[config.mk]
export PLATFORM = sky130hd
export DESIGN_NAME = mem_wb_reg
export DESIGN_NICKNAME = d
export VERILOG_FILES = /design/src/rtl/mem_wb_reg.sv
export SDC_FILE = /design/constraint.sdc
export NUM_CORES = 1
export LEC_CHECK = 0
export ABC_CLOCK_PERIOD_IN_PS = 5500
export BUFFER_PORTS_ARGS = -buffer_cell sky130_fd_sc_hd__clkbuf_2
export CORE_MARGIN = 5
export CORE_UTILIZATION = 50
export CTS_CLUSTER_SIZE = 25
export DETAILED_ROUTE_END_ITERATION = 16
export GPL_TIMING_DRIVEN = 0
export HOLD_SLACK_MARGIN = 0.06
export PLACE_DENSITY = 0.95
export SLEW_MARGIN = 20
export SYNTH_ARGS = -nofsm -noshare
export SYNTH_HDL_FRONTEND = slang
export SYNTH_SLANG_ARGS = --single-unit
[constraint.sdc]
create_clock -name clk_i -period 5.5 [get_ports clk_i]
set_input_delay 1.1 -clock clk_i [delete_from_list [all_inputs] [get_ports clk_i]]
set_output_delay 1.1 -clock clk_i [all_outputs]
set_load 0.01 [all_outputs]
[src/rtl/mem_wb_reg.sv]
// rtl/mem_wb_reg.sv - MEM/WB pipeline register with forwarding match, trace port and retire counter
module mem_wb_reg #(
  parameter int DW = 32,
  parameter int RW = 5,
  parameter int CW = 32
) (
  input  logic          clk_i,
  input  logic          rst_n_i,
  input  logic          stall_i,
  input  logic          flush_i,
  input  logic          mem_valid_i,
  input  logic [DW-1:0] mem_pc_i,
  input  logic [DW-1:0] mem_wD_i,
  input  logic [RW-1:0] mem_wR_i,
  input  logic          mem_rf_we_i,
  input  logic [RW-1:0] id_rs1_i,
  input  logic [RW-1:0] id_rs2_i,
  output logic          wb_valid_o,
  output logic [DW-1:0] wb_wD_o,
  output logic [RW-1:0] wb_wR_o,
  output logic          wb_rf_we_o,
  output logic          fwd_rs1_o,
  output logic          fwd_rs2_o,
  output logic          debug_wb_have_inst_o,
  output logic [DW-1:0] debug_wb_pc_o,
  output logic          debug_wb_ena_o,
  output logic [RW-1:0] debug_wb_reg_o,
  output logic [DW-1:0] debug_wb_value_o,
  output logic [CW-1:0] retire_cnt_o
);

  logic          valid_q, valid_d;
  logic          fresh_q, fresh_d;
  logic          we_q,    we_d;
  logic [DW-1:0] pc_q,    pc_d;
  logic [DW-1:0] wd_q,    wd_d;
  logic [RW-1:0] wr_q,    wr_d;
  logic [CW-1:0] cnt_q,   cnt_d;

  logic load;
  logic rf_we;

  assign load = !flush_i && !stall_i;

  // Next-state selection: flush beats stall beats load; the counter only moves on a valid load
  always_comb begin
    valid_d = valid_q;
    fresh_d = fresh_q;
    we_d    = we_q;
    pc_d    = pc_q;
    wd_d    = wd_q;
    wr_d    = wr_q;
    cnt_d   = cnt_q;
    if (flush_i) begin
      valid_d = 1'b0;
      fresh_d = 1'b0;
      we_d    = 1'b0;
      pc_d    = '0;
      wd_d    = '0;
      wr_d    = '0;
    end else if (stall_i) begin
      // A held instruction must only be reported on the trace port once
      fresh_d = 1'b0;
    end else begin
      valid_d = mem_valid_i;
      fresh_d = mem_valid_i;
      we_d    = mem_rf_we_i & mem_valid_i;
      pc_d    = mem_pc_i;
      wd_d    = mem_wD_i;
      wr_d    = mem_wR_i;
    end
    if (load && mem_valid_i && (cnt_q != {CW{1'b1}})) begin
      cnt_d = cnt_q + CW'(1);
    end
  end

  // WB state registers, cleared immediately by the asynchronous reset
  always_ff @(posedge clk_i or negedge rst_n_i) begin
    if (!rst_n_i) begin
      valid_q <= 1'b0;
      fresh_q <= 1'b0;
      we_q    <= 1'b0;
      pc_q    <= '0;
      wd_q    <= '0;
      wr_q    <= '0;
      cnt_q   <= '0;
    end else begin
      valid_q <= valid_d;
      fresh_q <= fresh_d;
      we_q    <= we_d;
      pc_q    <= pc_d;
      wd_q    <= wd_d;
      wr_q    <= wr_d;
      cnt_q   <= cnt_d;
    end
  end

  // Writes to x0 never reach the register file; the data is still presented
  assign rf_we = we_q & valid_q & (wr_q != '0);

  assign wb_valid_o           = valid_q;
  assign wb_wD_o              = wd_q;
  assign wb_wR_o              = wr_q;
  assign wb_rf_we_o           = rf_we;
  assign fwd_rs1_o            = rf_we & (wr_q == id_rs1_i);
  assign fwd_rs2_o            = rf_we & (wr_q == id_rs2_i);
  assign debug_wb_have_inst_o = valid_q & fresh_q;
  assign debug_wb_pc_o        = pc_q;
  assign debug_wb_ena_o       = rf_we & fresh_q;
  assign debug_wb_reg_o       = wr_q;
  assign debug_wb_value_o     = wd_q;
  assign retire_cnt_o         = cnt_q;

endmodule

==> results list, run 1 <==
- Clock-pin slew was measured on the worst setup and hold paths at 0.10 ns.
- Root buffer selected by CTS: sky130_fd_sc_hd__clkbuf_8
- The die is around 110 um wide.
* Crit-path max cell delay: 0.53 ns
* Post-placement cell count: 800
- Setup repair after global routing left no endpoint under its margin.
- Combinational logic is responsible for 17.0% of the overall power.
- Dividing the detail-routed wire length by the instance count gives 16.5 um.
* Routability Congestion: 0.848
- Hold Crit Class: flop to flop
* Final Hold Vio Count: 0
* Worst reg2reg setup slack: 3.01 ns
- Layout area overhead: 31.8%
- The floorplan step defined a core boundary enclosing between 9000 and 10000 um2.
- Layout filler cell count: approximately 760
- The number of antenna diodes in the final layout is 0.
* Count of cells resized by post-cts repair: 0
* Power density normalized to cell area: 259 nW/um2
- Die Footprint: about 12000 um2
* Maximum root-to-sink buffer count: 2
* Leakage power total: approximately 3.6 nW
- Max-cap violations in this run came to 0.
- Worst endpoint data arrival time: about 2.1 ns
- The internal portion of the total power is around 1.2 mW.
- Clock network fraction of total power: roughly 31%
* Worst path cell trace: or4_1, o211ai_1, inv_1, and2_1, clkbuf_2
- Initial core utilization: about half
- Highest-delay cell along the critical path: sky130_fd_sc_hd__or4_1
- NetSw: 0.450 mW
* Overall routing resource usage: a little under a quarter
- Once layout is complete, the utilization of the core stands at 66.8%.
* Final Worst Setup Slack: 2.27 ns
* Cell type group with the largest total delay on the critical path: simple AND/OR/NAND/NOR gates
- With fillers left out, the area of the finished cells amounts to roughly 6400 um2.
* Vias/cell: 5.14
* Final std cells w/o fill: 816
* Total setup buffers inserted after CTS: 0
- Of the cells placed in the final design, the portion with a size suffix greater than 1 is 42.3%.
- Achievable clock frequency: 309 MHz
* Post-detailed-placement half-perimeter wirelength: between 10000 and 15000 um
* Count of endpoints failing setup in the final report: 0
* Time the final worst path needs with I/O delays and setup: 3.23 ns
- A synthesized cell averages 11.1 um2.
- In this run the cell area measured after placement is 6220 um2.
* Largest driver fanout on the critical path: 6
* Actual transition at the worst max-transition pin: 0.753 ns
- Max transition margin: around half
- Drt first pass iters: 5
- After synthesis, the share of flip-flops with an asynchronous set or reset is 100%.
- Hold Worst Slack: 0.520 ns
- 229 I/O pins were placed.
- Iteration-0 DRC count of the detailed router: 150
- Counting every sink on the clock net gives between 100 and 150.
- Final TNS setup: 0 ns
- Between clock sinks in the finished design, the worst skew comes to just over 0.009 ns.
- The initial antenna violation count was 1.
- Number of design rule violations left after detail routing: 0
* Kind of end point of the critical path: primary output
- Dividing the final minimum period by the clock period gives 58.8%.
- Yosys mapped a number of flops with a built-in enable equal to 0.
- Timing analysis after detailed placement gives a worst setup slack of 2.33 ns.
- At the worst endpoint, the required time is 4.40 ns.
- TritonCTS built the clock tree.
- Portion of total power attributed to sequential cells: 51.8%
- Largest net degree at the start of global routing: 55
- Maximum level of the CTS H-tree: 3
- Number of buffers added by the clock tree synthesis step: 9
- The final route contains 4191 vias.
- The critical path in this run is classified as flop to primary output.
- The first global-routing pass estimated 21400 um of wire.
- Summed over all layers, the routed wires come to 13400 um.
- The number of global-route vias before repair was 4322.
* Die height: around 110 um
- Summing internal, switching and leakage power gives about 1.7 mW.
- In this run the remaining antenna-violating nets after routing total 0.
- Number of placement rows: 36
- Counting both buffers and inverters, the worst setup path holds a total of 2.
- Hold buffer count at CTS: 0
- The flow ran to the end, and the final reports show no timing, DRC or antenna violations.
- After synthesis, flip-flops and latches occupy 53.3% of the total area.
- Insertion delay to the later sink of the worst-skew pair: between 0.3 and 0.4 ns
- Switching fraction of total power: between 20 and 30%
* Number of register bits inferred by synthesis: 104
- Overflow after GRT: 0
* Summed instance area of the synthesized netlist: 4880 um2
* Number of pins exceeding their max-slew limit in the final report: 0
* Predominant post-synthesis flop cell: sky130_fd_sc_hd__dfrtp_1
* Gate count after technology mapping: 440
- Port bufs: 226
- When the netlist entered floorplanning its net count stood at 526.
- STA classifies the critical path startpoint as a flop.
* Final net count: 764
- During synthesis, Yosys emitted a total of 0 warnings.
* Maximum VDD drop: 0.273 mV
- Library cells used by synthesis: 34
[placed cells by master (no fill, tap or decap), types with 2 or more instances in the layout]
cell type / instances
sky130_fd_sc_hd__nand2_1: 14
sky130_fd_sc_hd__buf_4: 37
sky130_fd_sc_hd__dfrtp_1: 104
sky130_fd_sc_hd__and4_1: 2
sky130_fd_sc_hd__clkbuf_2: 225
sky130_fd_sc_hd__and3_1: 9
sky130_fd_sc_hd__nand3_1: 22
sky130_fd_sc_hd__mux2i_1: 70
sky130_fd_sc_hd__nor2_1: 80
sky130_fd_sc_hd__nor4_4: 2
sky130_fd_sc_hd__clkbuf_8: 11
sky130_fd_sc_hd__nor2b_1: 3
sky130_fd_sc_hd__a21oi_1: 2
sky130_fd_sc_hd__inv_1: 2
sky130_fd_sc_hd__buf_1: 7
sky130_fd_sc_hd__clkbuf_1: 8
sky130_fd_sc_hd__a31oi_1: 2
sky130_fd_sc_hd__nor3_1: 4
sky130_fd_sc_hd__and2_1: 3
sky130_fd_sc_hd__nand4_1: 9
sky130_fd_sc_hd__nor4_1: 7
sky130_fd_sc_hd__bufinv_16: 2
sky130_fd_sc_hd__xnor2_1: 25
sky130_fd_sc_hd__o211ai_1: 2
sky130_fd_sc_hd__xor2_1: 13
sky130_fd_sc_hd__clkinvlp_4: 2
sky130_fd_sc_hd__buf_2: 3
[worst register-to-register path: stages (launching register included)]
cell	delay (ns)
sky130_fd_sc_hd__dfrtp_1	0.44
sky130_fd_sc_hd__ha_1	0.20
sky130_fd_sc_hd__nand3_1	0.24
sky130_fd_sc_hd__nor4_4	0.54
sky130_fd_sc_hd__nand3_1	0.38
sky130_fd_sc_hd__nand2_1	0.24
sky130_fd_sc_hd__mux2_2	0.35
[state kept, by name, summed over array words and instances (netlist names)]
signal and cells:
debug_wb_reg_o 5, wb_valid_o 1, we_q 1, fresh_q 1, debug_wb_pc_o 32, retire_cnt_o 32
debug_wb_value_o 32
[synth_stat cells (2+ instances only)]
cell type                    n  area share (%)
sky130_fd_sc_hd__nor2b_1     3            0.38
sky130_fd_sc_hd__a21oi_1     2            0.20
sky130_fd_sc_hd__and4_1      2            0.36
sky130_fd_sc_hd__a31oi_1     2            0.26
sky130_fd_sc_hd__buf_4      37             5.7
sky130_fd_sc_hd__nand2_1    14             1.1
sky130_fd_sc_hd__nor3_1      4            0.41
sky130_fd_sc_hd__and2_1      3            0.38
sky130_fd_sc_hd__buf_2       3            0.31
sky130_fd_sc_hd__xnor2_1    25             4.5
sky130_fd_sc_hd__clkbuf_1    7            0.54
sky130_fd_sc_hd__xor2_1     13             2.3
sky130_fd_sc_hd__buf_1       7            0.54
sky130_fd_sc_hd__and3_1      9             1.2
sky130_fd_sc_hd__dfrtp_1   104              53
sky130_fd_sc_hd__nor4_1      7            0.90
sky130_fd_sc_hd__nor2_1     80             6.1
sky130_fd_sc_hd__nor4_4      2            0.87
sky130_fd_sc_hd__inv_1       2            0.15
sky130_fd_sc_hd__nand3_1    22             2.3
sky130_fd_sc_hd__nand4_1     9             1.2
sky130_fd_sc_hd__o211ai_1    2            0.31
sky130_fd_sc_hd__mux2i_1    70              14
[power by group through the flow]
stage	sequential, mW	combinational, mW	clock [mW]
floorplan	0.889	0.126	0
global placement	0.872	0.273	0
detailed placement	0.878	0.287	0
CTS	0.863	0.288	0.532
global route	0.873	0.311	0.566
finish	0.864	0.283	0.520
[area by class of cell]
| class | count | area [um2] | area share, % |
|---|---|---|---|
| sequential | 104 | 2600 | 40.4 |
| clock buffer | 11 | 141 | 2.20 |
| inverter | 2 | 7.51 | 0.117 |
| tap | 133 | 166 | 2.58 |
| timing repair buffer | 227 | 1170 | 18.1 |
| buffer | 54 | 345 | 5.36 |
| clock inverter | 5 | 80.1 | 1.24 |
| multi-input combinational | 280 | 1930 | 29.9 |
[worst paths after layout]
path / from / to / depth (start not counted)
max reg2reg: retire_cnt_o[0] / retire_cnt_o[1] / 6
min: retire_cnt_o[17] / retire_cnt_o[17] / 1
min in group asynchronous: rst_n_i / debug_wb_value_o[18] / 1
max: debug_wb_reg_o[2] / debug_wb_ena_o / 5
min reg2reg: retire_cnt_o[17] / retire_cnt_o[17] / 1
max in group asynchronous: rst_n_i / debug_wb_pc_o[15] / 2
[routing by layer]
layer	track usage, %	share of wire (%)	wire length, um
met1	27.7	40	5340
met2	39.9	50	6760
met3	5.80	7.6	1020
met4	8.66	2.3	304
met5	0	0.097	13
[cells by family (layout without fill, tap and decap cells)]
logic type | Yosys count | after routing | share of synthesized area (%)
AOI/OAI and AO/OA | 9 | 9 | 1.64
xor gates and xnor gates | 38 | 38 | 6.82
adders and majority gates | 1 | 1 | 0.256
buffers and inverters | 56 | 299 | 7.23
DFF | 104 | 104 | 53.3
muxes | 71 | 71 | 14.6
and+or+nand+nor | 161 | 161 | 16.2
(Power assumes the default switching activity.)
==> run 2, diff against run 1 <==
Settings changed: ABC_CLOCK_PERIOD_IN_PS 5500 to 3200, CORE_UTILIZATION 50 to 47, PLACE_DENSITY 0.95 to 0.91.
Clock period 5.5 ns to 3.2 ns, I/O delays scaled along.
==> results list, run 2 (synthesis gave the netlist of run 1 again) <==
- Iteration-0 DRC count of the detailed router: 231 (+54%)
- Maximum level of the CTS H-tree: 3 (unchanged)
* CTS sink count: 104 (unchanged)
- The peak supply drop was 0.351 mV (+29%).
- The worst register-to-register path begins at retire_cnt_o[0].
- Kind of end point of the critical path: primary output
- TritonCTS built the clock tree.
* Largest driver fanout on the critical path: 6 (unchanged)
* Total length of routed wires: 13100 um (-2.5%)
- Final Hold Vio Count: 0 (unchanged)
* Total number of vias: 4089 (-2.4%)
- Leakage power total: 3.61 nW (-0.19%)
- Period Utilization, post-route: between 80% and 90%
- The post-detailed-route count of antenna-violating nets came to 0 (unchanged).
- Post-detailed-placement half-perimeter wirelength: 10400 um (-2.8%)
* Vias/cell: 4.99 (-2.8%)
* Detail-routed net length per standard cell: 16.0 um (-2.9%)
- The count of hold buffers inserted by post-cts repair was 0 (unchanged).
- The area of the core came to 10200 um2 (+6.1%).
* Number of design rule violations left after detail routing: 0 (unchanged)
- Number of placement rows: 37 (+2.8%)
* Drt first pass iters: 4 (-1)
- The number of cells after detailed placement was 803 (+0.38%).
- Final net count: 764 (unchanged)
- Insertion delay to the later sink of the worst-skew pair: 0.36 ns (about the same)
- Setup repair after global routing missed its margin: false
- Number of pins exceeding their max-slew limit in the final report: 0 (unchanged)
* Layout area overhead: 31.2%
- The worst slew margin relative to its limit is 45.0% (-4.8 points).
- The routability congestion estimate was 0.884 (+4.2%).
* Hold Crit Class: primary input to async pin
- Max capacitance violation total: 0 (unchanged)
- Wire length of the first global-routing pass: 21200 um (-0.68%)
* Number of antenna repair diodes: 0 (unchanged)
- The number of buffers added on ports came to 226 (unchanged).
- Maximum root-to-sink buffer count: 2 (unchanged)
* Time the final worst path needs with I/O delays and setup: 2.76 ns
- Final std cells w/o fill: 819 (+0.37%)
- Largest net degree at the start of global routing: 54 (-1.8%)
- The run finished with clean final reports.
- Power density normalized to cell area: 432 nW/um2 (+67%)
- The setup-violating endpoint count in the final report is 0 (unchanged).
- The number of global-route vias before repair came to 4195 (-2.9%).
- Total setup buffers inserted after CTS: 0 (unchanged)
* Die height: 112 um (+2.9%)
- The aggregate global-route resource usage is 20.9% (-2.1 points).
- The worst register-to-register path ends at retire_cnt_o[1].
- The initial antenna violation count came to 0 (-1).
* Number of buffers added by the clock tree synthesis step: 9 (unchanged)
- The count of pins on the block boundary was 229 (unchanged).
- DIE WIDTH: 112 um (+2.9%)
- Share of cells above drive strength 1: 42.5% (+0.15 points)
- Final TNS setup: 0 ns (unchanged)
- The worst setup path is of the flop to primary output kind.
* Critical path startpoint: debug_wb_reg_o[1]
- The area of the die came to 12500 um2 (+5.8%).
- Final clock skew: 0.0140 ns (+0.00469 ns)
- The clock-pin slew of the registers on the worst-case setup and hold paths was 0.10 ns (about the same).
- Actual transition at the worst max-transition pin: 0.825 ns (+0.0722 ns)
- The remaining global-route overflow is 0 (unchanged).
* Critical path required time: 2.56 ns (-1.84 ns)
* Initial core utilization: 47.7% (-2.9 points)
- STA classifies the critical path startpoint as a flop.
- Worst reg2reg setup slack: 0.76 ns (-2.25 ns)
- Logic depth of the worst register-to-register path: 6 (unchanged)
- The fill cell instance count of the final layout is 798 (+4.6%).
* Commonest non-fill, non-tap cells in the layout: sky130_fd_sc_hd__clkbuf_2, sky130_fd_sc_hd__dfrtp_1, sky130_fd_sc_hd__nor2_1, sky130_fd_sc_hd__mux2i_1, sky130_fd_sc_hd__buf_4
* Worst endpoint data arrival time: 2.12 ns (about the same)
- Following the worst setup path forward leads to its endpoint at debug_wb_ena_o.
* Most common cell after layout, fill and taps aside: sky130_fd_sc_hd__clkbuf_2
* Hold Worst Slack: 0.219 ns (-0.301 ns)
- For this run, the top clock speed supported by timing is 362 MHz.
- In this run the clock root is driven by a sky130_fd_sc_hd__clkbuf_8.
- The number of gates resized after cts was 0 (unchanged).
==> run 2: worst min-delay path by stage <==
| stage | from | end | slack [ns] | cells after the start |
|---|---|---|---|---|
| after detailed placement | retire_cnt_o[29] | retire_cnt_o[29] | 0.50 | 1 |
| after CTS | rst_n_i | retire_cnt_o[24] | 0.22 | 1 |
| after global placement | retire_cnt_o[17] | retire_cnt_o[17] | 0.50 | 1 |
| final | rst_n_i | debug_wb_value_o[14] | 0.22 | 1 |
| after floorplan | rst_n_i | debug_wb_pc_o[0] | 0.34 | 0 |
| after global routing | rst_n_i | debug_wb_value_o[14] | 0.23 | 1 |
==> run 2: per-layer routing <==
| metal | track usage (%) | vias to the layer above | part of all wire, % |
|---|---|---|---|
| met4 | 7.37 | 0 | 1.8 |
| met1 | 24.9 | 1967 | 40 |
| met3 | 4.89 | 18 | 8.2 |
| met5 | 0 | - | 0 |
| li1 | - | 1933 | - |
| met2 | 37.0 | 171 | 50 |
==> run 2: final cells by class <==
cell class / count / area (um2) / area share, %
plain buffers: 54 / 345 / 5.39
clock buffers: 9 / 124 / 1.93
clock inverters: 7 / 62.6 / 0.976
inverters: 2 / 7.51 / 0.117
multi-input cells: 280 / 1930 / 30.1
flip-flops and latches: 104 / 2600 / 40.6
well taps: 136 / 170 / 2.66
repair buffers: 227 / 1170 / 18.2
==> run 2: worst max-delay path, stage by stage (launching register included) <==
cell and delay, ns:
sky130_fd_sc_hd__dfrtp_1 0.47, sky130_fd_sc_hd__or4_1 0.57, sky130_fd_sc_hd__o211ai_1 0.34, sky130_fd_sc_hd__inv_1 0.10, sky130_fd_sc_hd__and2_1 0.17, sky130_fd_sc_hd__clkbuf_2 0.12
==> run 2: through the flow <==
stage / utilization [%] / setup WS (ns) / total power [mW] / instance area (um2)
3_3_place_gp: 60.5 / 0.276 / 1.97 / 6180
4_1_cts: 62.6 / 0.416 / 2.80 / 6410
5_1_grt: 62.6 / 0.306 / 2.91 / 6410
3_5_place_dp: 60.8 / 0.463 / 2.00 / 6220
2_1_floorplan: - / 0.703 / 1.75 / 4880
6_report: 62.6 / 0.435 / 2.77 / 6410
==> run 2: power by group <==
group	internal, mW	switching (mW)
registers	1.39	0.0890
clock network	0.355	0.441
logic	0.237	0.251
==> run 3, diff against run 2 <==
Settings changed: ABC_AREA set to 1, CORE_UTILIZATION 47 to 35, PLACE_DENSITY 0.91 to 0.72.
==> results list, run 3 <==
- The flow ran to the end, and the final reports show no timing, DRC or antenna violations.
* Post-placement cell count: 1140 (+42%)
* Most instantiated cells after synthesis: sky130_fd_sc_hd__nand2_1, sky130_fd_sc_hd__nand3_1, sky130_fd_sc_hd__dfrtp_1, sky130_fd_sc_hd__nor2_1, sky130_fd_sc_hd__buf_4
- Library cells used by synthesis: 29 (-15%)
* Root buffer selected by CTS: sky130_fd_sc_hd__clkbuf_16
* Setup repair after global routing missed its margin: false
* Routability Congestion: 0.913 (+3.3%)
- The width of the die was 135 um (+21%).
- Number of synthesis warnings: 0 (unchanged)
* Port bufs: 227 (+0.44%)
* IO Count: 229 (unchanged)
- The number of logic stages on the critical path including buffering came to 5 (unchanged).
- The multi-input combinational cell area was 2300 um2 (+20%).
* Period Utilization, post-route: 70.0% (-16 points)
* Actual transition at the worst max-transition pin: 0.553 ns (-0.272 ns)
- In the synthesized netlist the dominant register cell turns out to be sky130_fd_sc_hd__dfrtp_1.
- Hold buffer count at CTS: 0 (unchanged)
- The average cell area after synthesis is 7.79 um2 (-30%).
* Die Footprint: 18200 um2 (+45%)
- Final TNS setup: 0 ns (unchanged)
* Max capacitance violation total: 0 (unchanged)
- Synth Net Count: 787 (+50%)
- Die height: 135 um (+21%)
- The HPWL after detailed placement was 13800 um (+33%).
- On the critical path the largest part of the delay comes from simple AND/OR/NAND/NOR gates.
- Synth async-reset ratio: 100% (unchanged)
- Commonest non-fill, non-tap cells in the layout: sky130_fd_sc_hd__clkbuf_2, sky130_fd_sc_hd__nand2_1, sky130_fd_sc_hd__nand3_1, sky130_fd_sc_hd__dfrtp_1, sky130_fd_sc_hd__nor2_1
- Initial antenna violation count: 0 (unchanged)
- The remaining global-route overflow was 0 (unchanged).
* Leakage power total: 3.94 nW (+9.1%)
* Hold Crit Class: primary input to async pin
- The power per standard cell area is 416 nW/um2 (-3.7%).
- Detail-routed net length per standard cell: 15.1 um (-5.4%)
* Highest-delay cell along the critical path: sky130_fd_sc_hd__dfrtp_1
- Final Worst Setup Slack: 0.960 ns (+0.525 ns)
- Number of pins exceeding their max-slew limit in the final report: 0 (unchanged)
- The timing-limited maximum frequency is 446 MHz (+23%).
- The worst-case clock buffer depth is 2 (unchanged).
* Largest net degree at the start of global routing: 60 (+11%)
- Count of endpoints failing setup in the final report: 0 (unchanged)
- Wire length of the first global-routing pass: 27600 um (+30%)
- The post-synthesis register bit count is 104 (unchanged).
* Sequential share of the synthesized area: 47.7% (-5.6 points)
- Final clock skew: 0.00447 ns (-0.00953 ns)
- Drt first pass iters: 4 (unchanged)
- The worst setup slack after placement is 0.862 ns (+0.399 ns).
- Flip-flop and latch area: 2600 um2 (unchanged)
- Library cell occupying the most area in the post-synthesis netlist: sky130_fd_sc_hd__dfrtp_1
- Number of buffers added by the clock tree synthesis step: 9 (unchanged)
- Time the final worst path needs with I/O delays and setup: 2.24 ns (-0.525 ns)
* Dominant cell by count in the synthesized netlist: sky130_fd_sc_hd__nand2_1
- The fill cell instance count of the final layout is 1512 (+89%).
* Vias in the first global route: 5332 (+27%)
- The cell area after synthesis is 5460 um2 (+12%).
- Largest driver fanout on the critical path: 6 (unchanged)
- The data arrival time at the worst-slack endpoint is 1.60 ns (-0.52 ns).
- The logic depth of the worst register-to-register path came to 11 (+5).
- Maximum level of the CTS H-tree: 3 (unchanged)
- Gate count after technology mapping: 701 (+59%)
* Final net count: 1026 (+34%)
- The count of vias placed by the detailed router was 5496 (+34%).
* Maximum VDD drop: 0.283 mV (-20%)
* Crit-path max cell delay: 0.52 ns (-0.05 ns)
* Kind of start point of the critical path: flop
- Worst path cell trace: nor3_1, nand3_1, nand3_1, nor3_1, clkbuf_2
- The wire length after detailed routing is 17500 um (+33%).
- Insertion delay to the later sink of the worst-skew pair: 0.35 ns (about the same)
* Final Hold Vio Count: 0 (unchanged)
- Most common cell after layout, fill and taps aside: sky130_fd_sc_hd__clkbuf_2
* Core region area: 15300 um2 (+49%)
* Initial core utilization: 35.8% (-12 points)
* Iteration-0 DRC count of the detailed router: 289 (+25%)
- Max transition margin: 63.1% (+18 points)
- Critical path required time: 2.56 ns (about the same)
* Vias/cell: 4.76 (-4.7%)
- The post-detailed-route count of antenna-violating nets came to 0 (unchanged).
* Total setup buffers inserted after CTS: 0 (unchanged)
- Number of design rule violations left after detail routing: 0 (unchanged)
- The number of gates resized after cts is 0 (unchanged).
- The number of non-filler instances in the completed layout is 1155 (+41%).
- Post-synth EDFFs: 0 (unchanged)
* Kind of critical path: flop to primary output
- Clock slew at the register clock pins of the worst setup and hold paths: 0.07 ns (-0.03 ns)
- Kind of end point of the critical path: primary output
* Number of placement rows: 45 (+22%)
* Layout area overhead: 31.4%
- The clock net sink count was 104 (unchanged).
* Share of cells above drive strength 1: 31.5% (-11 points)
- Crit path buffers/inverters: 1 (-1)
- Overall routing resource usage: 19.1% (-1.8 points)
- TritonCTS built the clock tree.
- The count of antenna diodes in the layout came to 0 (unchanged).
- Most area-consuming cells after synthesis: sky130_fd_sc_hd__dfrtp_1, sky130_fd_sc_hd__nand2_1, sky130_fd_sc_hd__nand3_1
- The area share of the leading cell type in the synthesized netlist came to 47.7% (-5.6 points).
[run 3: power breakdown]
part	leakage, nW	switching (mW)	internal (mW)
logic	2.41	0.267	0.202
registers	1.40	0.0770	1.38
clock network	0.132	0.520	0.537
[run 3: layer usage]
metal	routed length [um]	up-vias	global-route usage [%]	share of wire, %
li1	-	2718	-	-
met1	7190	2573	23.4	41
met2	8690	185	33.0	50
met3	1320	20	5.63	7.6
met4	273	0	4.52	1.6
met5	0	-	0	0
[run 3: area by class of cell]
type	instances	share of cell area, %
clock buffers	9	3.14
flip-flops and latches	104	36.3
repair buffers	228	16.3
plain buffers	71	5.89
multi-input cells	492	32.1
clock inverters	6	0.767
inverters	34	1.81
well taps	211	3.68
[run 3: worst register-to-register path, stage by stage, from the launching register on]
cell and delay (ns):
sky130_fd_sc_hd__dfrtp_1 0.43, sky130_fd_sc_hd__ha_1 0.24, sky130_fd_sc_hd__inv_1 0.09, sky130_fd_sc_hd__nor2_4 0.25, sky130_fd_sc_hd__nand2_4 0.11, sky130_fd_sc_hd__nor2_8 0.17, sky130_fd_sc_hd__nand2_4 0.13, sky130_fd_sc_hd__nand2_8 0.13
sky130_fd_sc_hd__inv_4 0.05, sky130_fd_sc_hd__buf_6 0.13, sky130_fd_sc_hd__nand2_1 0.06, sky130_fd_sc_hd__nand2_1 0.05
[run 3: final timing paths]
kind | startpoint | to | slack, ns
max | debug_wb_reg_o[3] | fwd_rs1_o | 0.96
min | rst_n_i | debug_wb_value_o[16] | 0.22
max reg2reg | retire_cnt_o[0] | retire_cnt_o[14] | 1.26
min reg2reg | debug_wb_pc_o[12] | debug_wb_pc_o[12] | 0.51
max in group asynchronous | rst_n_i | debug_wb_pc_o[7] | 2.35
min in group clk_i | debug_wb_pc_o[12] | debug_wb_pc_o[12] | 0.51
[run 3: cells by family (layout without fill, tap and decap cells)]
family                   count (synthesis)  after routing  synth area share, %
XOR/XNOR                                18             18                 2.89
flip-flops                             104            104                 47.7
adder cells (fa/ha/maj)                  1              1                0.229
AND/OR/NAND/NOR                        466            466                 38.4
AO/OA/AOI/OAI                            7              7                0.733
buffers and inverters                  105            348                 10.1
[run 3: per-stage QoR]
step                hold slack (ns)  util, %  power, mW  cell area [um2]
CTS                           0.221     47.0       3.03             7180
finish                        0.225     47.0       2.99             7180
global route                  0.231     47.0       3.14             7180
global placement              0.493     45.0       1.95             6860
detailed placement            0.494     45.2       1.96             6900
floorplan                     0.344        -       1.71             5460
